`src/rtl/ir_queue.sv`:
```
// Instruction prefetch queue: fetch strobes push memory words, advance strobes retire
// the head, and the current head is held in a registered instruction register.
module ir_queue #(
  parameter int WIDTH     = 12,
  parameter int DEPTH     = 4,
  parameter int OPW       = 3,
  parameter bit OVERWRITE = 1'b0
) (
  input  logic                    CLK,
  input  logic                    RESET,
  input  logic                    ckFetch,
  input  logic                    ckNext,
  input  logic                    flush,
  input  logic [WIDTH-1:0]        busData,
  output logic [WIDTH-1:0]        busIR,
  output logic [OPW-1:0]          opcode,
  output logic                    irValid,
  output logic                    full,
  output logic [$clog2(DEPTH):0]  count,
  output logic                    overflow,
  output logic                    underflow
);

  localparam int PW = (DEPTH > 1) ? $clog2(DEPTH) : 1;
  localparam int CW = $clog2(DEPTH) + 1;
  localparam logic [CW-1:0] FULLCNT = CW'(DEPTH);
  localparam logic [CW-1:0] ONECNT  = CW'(1);
  localparam logic [PW-1:0] LASTPTR = PW'(DEPTH - 1);

  logic [WIDTH-1:0] mem [DEPTH];
  logic [PW-1:0]    rdPtr, wrPtr, rdNext, wrNext, wrPrev;
  logic             lastCkFetch, lastCkNext;
  logic             push, pop, isEmpty, isFull;
  logic             pushOk, popOk, overwriteHit, dropHit;
  logic [CW-1:0]    countNext;

  function automatic logic [PW-1:0] ptrInc(input logic [PW-1:0] p);
    return (p == LASTPTR) ? '0 : p + PW'(1);
  endfunction

  function automatic logic [PW-1:0] ptrDec(input logic [PW-1:0] p);
    return (p == '0) ? LASTPTR : p - PW'(1);
  endfunction

  // A full queue still accepts a push when the head retires on the same edge.
  always_comb begin
    push         = ckFetch & ~lastCkFetch;
    pop          = ckNext & ~lastCkNext;
    isEmpty      = (count == '0);
    isFull       = (count == FULLCNT);
    popOk        = pop & ~isEmpty;
    pushOk       = push & (~isFull | popOk);
    overwriteHit = push & isFull & ~pop & OVERWRITE;
    dropHit      = push & isFull & ~pop & ~OVERWRITE;
    rdNext       = ptrInc(rdPtr);
    wrNext       = ptrInc(wrPtr);
    wrPrev       = ptrDec(wrPtr);
    countNext    = count;
    if (pushOk & ~popOk)
      countNext = count + ONECNT;
    else if (popOk & ~pushOk)
      countNext = count - ONECNT;
  end

  assign opcode = busIR[WIDTH-1 -: OPW];

  always_ff @(posedge CLK) begin
    if (!RESET && !flush) begin
      if (pushOk)
        mem[wrPtr] <= busData;
      else if (overwriteHit)
        mem[wrPrev] <= busData;
    end
  end

  // Strobe history is sampled unconditionally so a level held through reset or flush is not an edge.
  always_ff @(posedge CLK) begin
    lastCkFetch <= ckFetch;
    lastCkNext  <= ckNext;
    if (RESET) begin
      busIR     <= '0;
      irValid   <= 1'b0;
      full      <= 1'b0;
      count     <= '0;
      overflow  <= 1'b0;
      underflow <= 1'b0;
      rdPtr     <= '0;
      wrPtr     <= '0;
    end else if (flush) begin
      irValid <= 1'b0;
      full    <= 1'b0;
      count   <= '0;
      rdPtr   <= '0;
      wrPtr   <= '0;
    end else begin
      if (pushOk)
        wrPtr <= wrNext;
      if (popOk)
        rdPtr <= rdNext;
      if (dropHit)
        overflow <= 1'b1;
      if (pop & isEmpty)
        underflow <= 1'b1;
      // When the last entry retires with no replacement, busIR keeps the retired word.
      if (popOk) begin
        if (count == ONECNT) begin
          if (pushOk)
            busIR <= busData;
        end else begin
          busIR <= mem[rdNext];
        end
      end else if (pushOk & isEmpty) begin
        busIR <= busData;
      end else if (overwriteHit & (DEPTH == 1)) begin
        busIR <= busData;
      end
      count   <= countNext;
      full    <= (countNext == FULLCNT);
      irValid <= (countNext != '0);
    end
  end

endmodule

```
`config.mk`:
```
export PLATFORM = sky130hd
export DESIGN_NAME = ir_queue
export DESIGN_NICKNAME = d
export VERILOG_FILES = /design/src/rtl/ir_queue.sv
export SDC_FILE = /design/constraint.sdc
export NUM_CORES = 1
export LEC_CHECK = 0
export CAP_MARGIN = 0
export CORE_MARGIN = 3
export CORE_UTILIZATION = 25
export CTS_BUF_LIST = sky130_fd_sc_hd__clkbuf_8
export CTS_CLUSTER_SIZE = 28
export DETAILED_ROUTE_END_ITERATION = 6
export PLACE_DENSITY = 0.46
export REMOVE_ABC_BUFFERS = 1
export SLEW_MARGIN = 25
export SYNTH_ARGS = -nofsm -noshare
export SYNTH_HDL_FRONTEND = slang
export SYNTH_SLANG_ARGS = --single-unit
```
`constraint.sdc`:
```
create_clock -name CLK -period 2.17 [get_ports CLK]
set_input_delay 0.217 -clock CLK [delete_from_list [all_inputs] [get_ports CLK]]
set_output_delay 0.217 -clock CLK [all_outputs]
set_load 0.03 [all_outputs]
```
==> out/results.tsv <==
metric	value	unit
met1 GRT Util	0.144	
post-CTS setup buffer count	0	
first-pass iteration count of the detailed router	4	
M3 GR Usage	0.0175	
clock power share	0.397	
simple-gate share of the synthesized area	0.0810	
met2 Track Usage GR	0.168	
Post-Syn Instances	227	
Clock transition at path regs	0.08	ns
post-route minimum period	1.94	ns
Design Area, Final	3950	sq um
CTS buffer count	9	
detailed placement HPWL	4.63	mm
worst-path fanout max	8	
peak supply drop	0.252	mV
worst hold-check path type	in2reg	
Layout Skew	0.00768	ns
vias in the first global route	1957	
Clock Path Buffers	2	
Crit Path Category	reg2reg	
Final Hold Fails	0	
critical path's slowest cell	nor2b_2	
Req. time, crit path	2.40	ns
Max Cap Violations	0	
share of cells above drive strength 1	0.169	
RSZ-0062 raised after global routing	false	
Die Ht	117	microns
switching power	694	uW
startpoint types	flop	
register area share after synthesis	0.632	
Post-Synth XOR/XNOR Area	0.00570	
Mapped Area	3070	sq um
largest net degree at the start of global routing	22	
chip width	117	microns
Adder-Cell Fraction of Synth Area	0.0366	
DP Worst Slack	0.00784	ns
Top-Level Pins	39	
Area after DPL	3730	sq um
CP Data Arrival Time	2.16	ns
busiest grt layer	met2	
cts repair resizes	0	
Rows	39	
clk sinks	73	
status	finished, final reports clean	
vias per cell	4.52	
CTS tree	done	
H-tree depth	3	
largest family of logic cells by synthesized area	compound AO/OA/AOI/OAI gates	
CP endpoint kind	flop	
cell-internal power	2270	uW
Power Total	2960	uW
Port Buffers	38	
core area	11700	sq um
antenna cells	0	
FFs w/ async S/R, synth	0	
relative slew slack	0.651	
# setup viols final	0	
Clock Tree Root	clkbuf_8	
critical path's largest stage delay	0.35	ns
minimum setup slack in the final design	0.234	ns
initial drt markers	87	
Total Wirelength	6.90	mm
Synth warnings	0	
Seq pwr share	0.513	
Final TNS setup	0	ns
# placed instances	411	
Power per Cell Area	749	nW/um^2
# DRC	0	
later-pin clock latency in the skew report	0.34	ns
LEAKAGE	0.00135	uW
grt ovf	0	
mux cell area share after synthesis	0.0786	
gpl congestion	0.705	
post-route insts no fill	427	
Wirelength per Cell	16.2	microns
Overall Global Routing Usage	0.106	
first-pass GRT wire length	10.8	mm
Cell variety after synth	38	
Post-synth top flop	edfxtp_1	
Switching Fraction	0.234	
layout overhead on the synthesized area	28.6	%
Initial Util	0.262	
Fmax	0.517	GHz
Comb pwr share	0.090	
final layout net count	305	
die area	13700	sq um
Compound-Gate Fraction of Synth Area	0.134	
number of synthesized flops with an enable pin	48	
initial antenna violation count	0	
transition time of the tightest slew-check pin	0.524	ns
Avg Cell Area, Syn	13.5	sq um
max-slew violations	0	
critical-path cell list	inv_1, ha_1, nor2b_2, o21ai_2, a21o_1, a211oi_1, nor3_1	
Tcrit/Tclk final	0.892	
hold buffer count at CTS	0	
antenna viol nets, final	0	
Vias	1930	
#FFs+latches synth	73	
cells in the mapped netlist, types with 2 or more instances:
cell type	instances	area share
mux2i_1	14	0.046
nand2_1	3	0.0037
a31oi_1	2	0.0041
buf_2	7	0.011
mux4_2	4	0.029
inv_1	5	0.0061
a21oi_1	4	0.0065
clkbuf_1	2	0.0024
and2b_1	2	0.0049
ha_1	9	0.037
nor3_1	12	0.020
edfxtp_1	48	0.47
o21a_1	9	0.022
o21ai_0	2	0.0033
a211oi_1	28	0.068
buf_4	5	0.012
nor2_1	23	0.028
dfxtp_1	25	0.16
and3_1	4	0.0081
metrics by stage:
stage | hold WS [ns] | util
floorplan | 0.245 | -
detailed placement | 0.478 | 0.319
finish | 0.352 | 0.337
global route | 0.355 | 0.337
CTS | 0.339 | 0.337
global placement | 0.482 | 0.319
critical path, delay by kind of cell, from the launching register on:
family	cells	cell delay, ns
buf+inv	1	0.12
compound gates	3	0.69
flops	1	0.34
fa+ha+maj	1	0.24
simple gates	2	0.43
registers in the layout, summed over array words and instances, names as in the netlist:
name         count
rdPtr            2
wrPtr            2
overflow         1
mem             48
busIR           12
full             1
count            3
lastCkNext       1
irValid          1
lastCkFetch      1
underflow        1
cells in the final DEF, fill, tap and decap left out, types with 5 or more instances in the layout:
| cell | instances |
|---|---|
| edfxtp_1 | 48 |
| clkdlybuf4s50_1 | 38 |
| a211oi_1 | 28 |
| dfxtp_1 | 25 |
| nor2_1 | 23 |
| mux2i_1 | 14 |
| buf_4 | 13 |
| nor3_1 | 12 |
| o21a_1 | 9 |
| ha_1 | 9 |
| clkbuf_8 | 9 |
| inv_1 | 5 |
power groups by stage:
stage	Clock (uW)	Sequential (uW)	Combinational (uW)
after floorplan	0	1600	87.2
after global placement	0	1550	268
after detailed placement	0	1550	269
after CTS	1210	1520	270
after global routing	1270	1520	288
final	1180	1520	266
area by class of cell:
class,count,area (sq um)
Clock buffer,9,124
Clock inverter,7,93.8
Fill cell,1196,7760
Timing Repair Buffer,55,558
Inverter,5,18.8
Tap cell,143,179
Multi-Input combinational cell,135,1040
Sequential cell,73,1940
routing by layer:
metal,part of all wire,vias up
met4,0.017,0
met2,0.47,30
li1,-,970
met1,0.49,920
met3,0.026,10
met5,0,-
cells by family after synthesis:
| kind of cell | count (synthesis) |
|---|---|
| buffers and inverters | 19 |
| AO/OA/AOI/OAI | 55 |
| AND/OR/NAND/NOR | 50 |
| multiplexers | 19 |
| XOR/XNOR | 2 |
| adder cells (fa/ha/maj) | 9 |
| flip-flops | 73 |
path summary, 6_finish.rpt:
| kind | endpoint | cells past startpoint | start | slack (ns) |
|---|---|---|---|---|
| max | busIR[6] | 7 | count[1] | 0.23 |
| min | lastCkFetch | 1 | ckFetch | 0.35 |
| max reg2reg | busIR[6] | 7 | count[1] | 0.23 |
| min reg2reg | busIR[3] | 2 | busIR[3] | 0.49 |
Note: power is estimated with default switching activity, not from simulation.
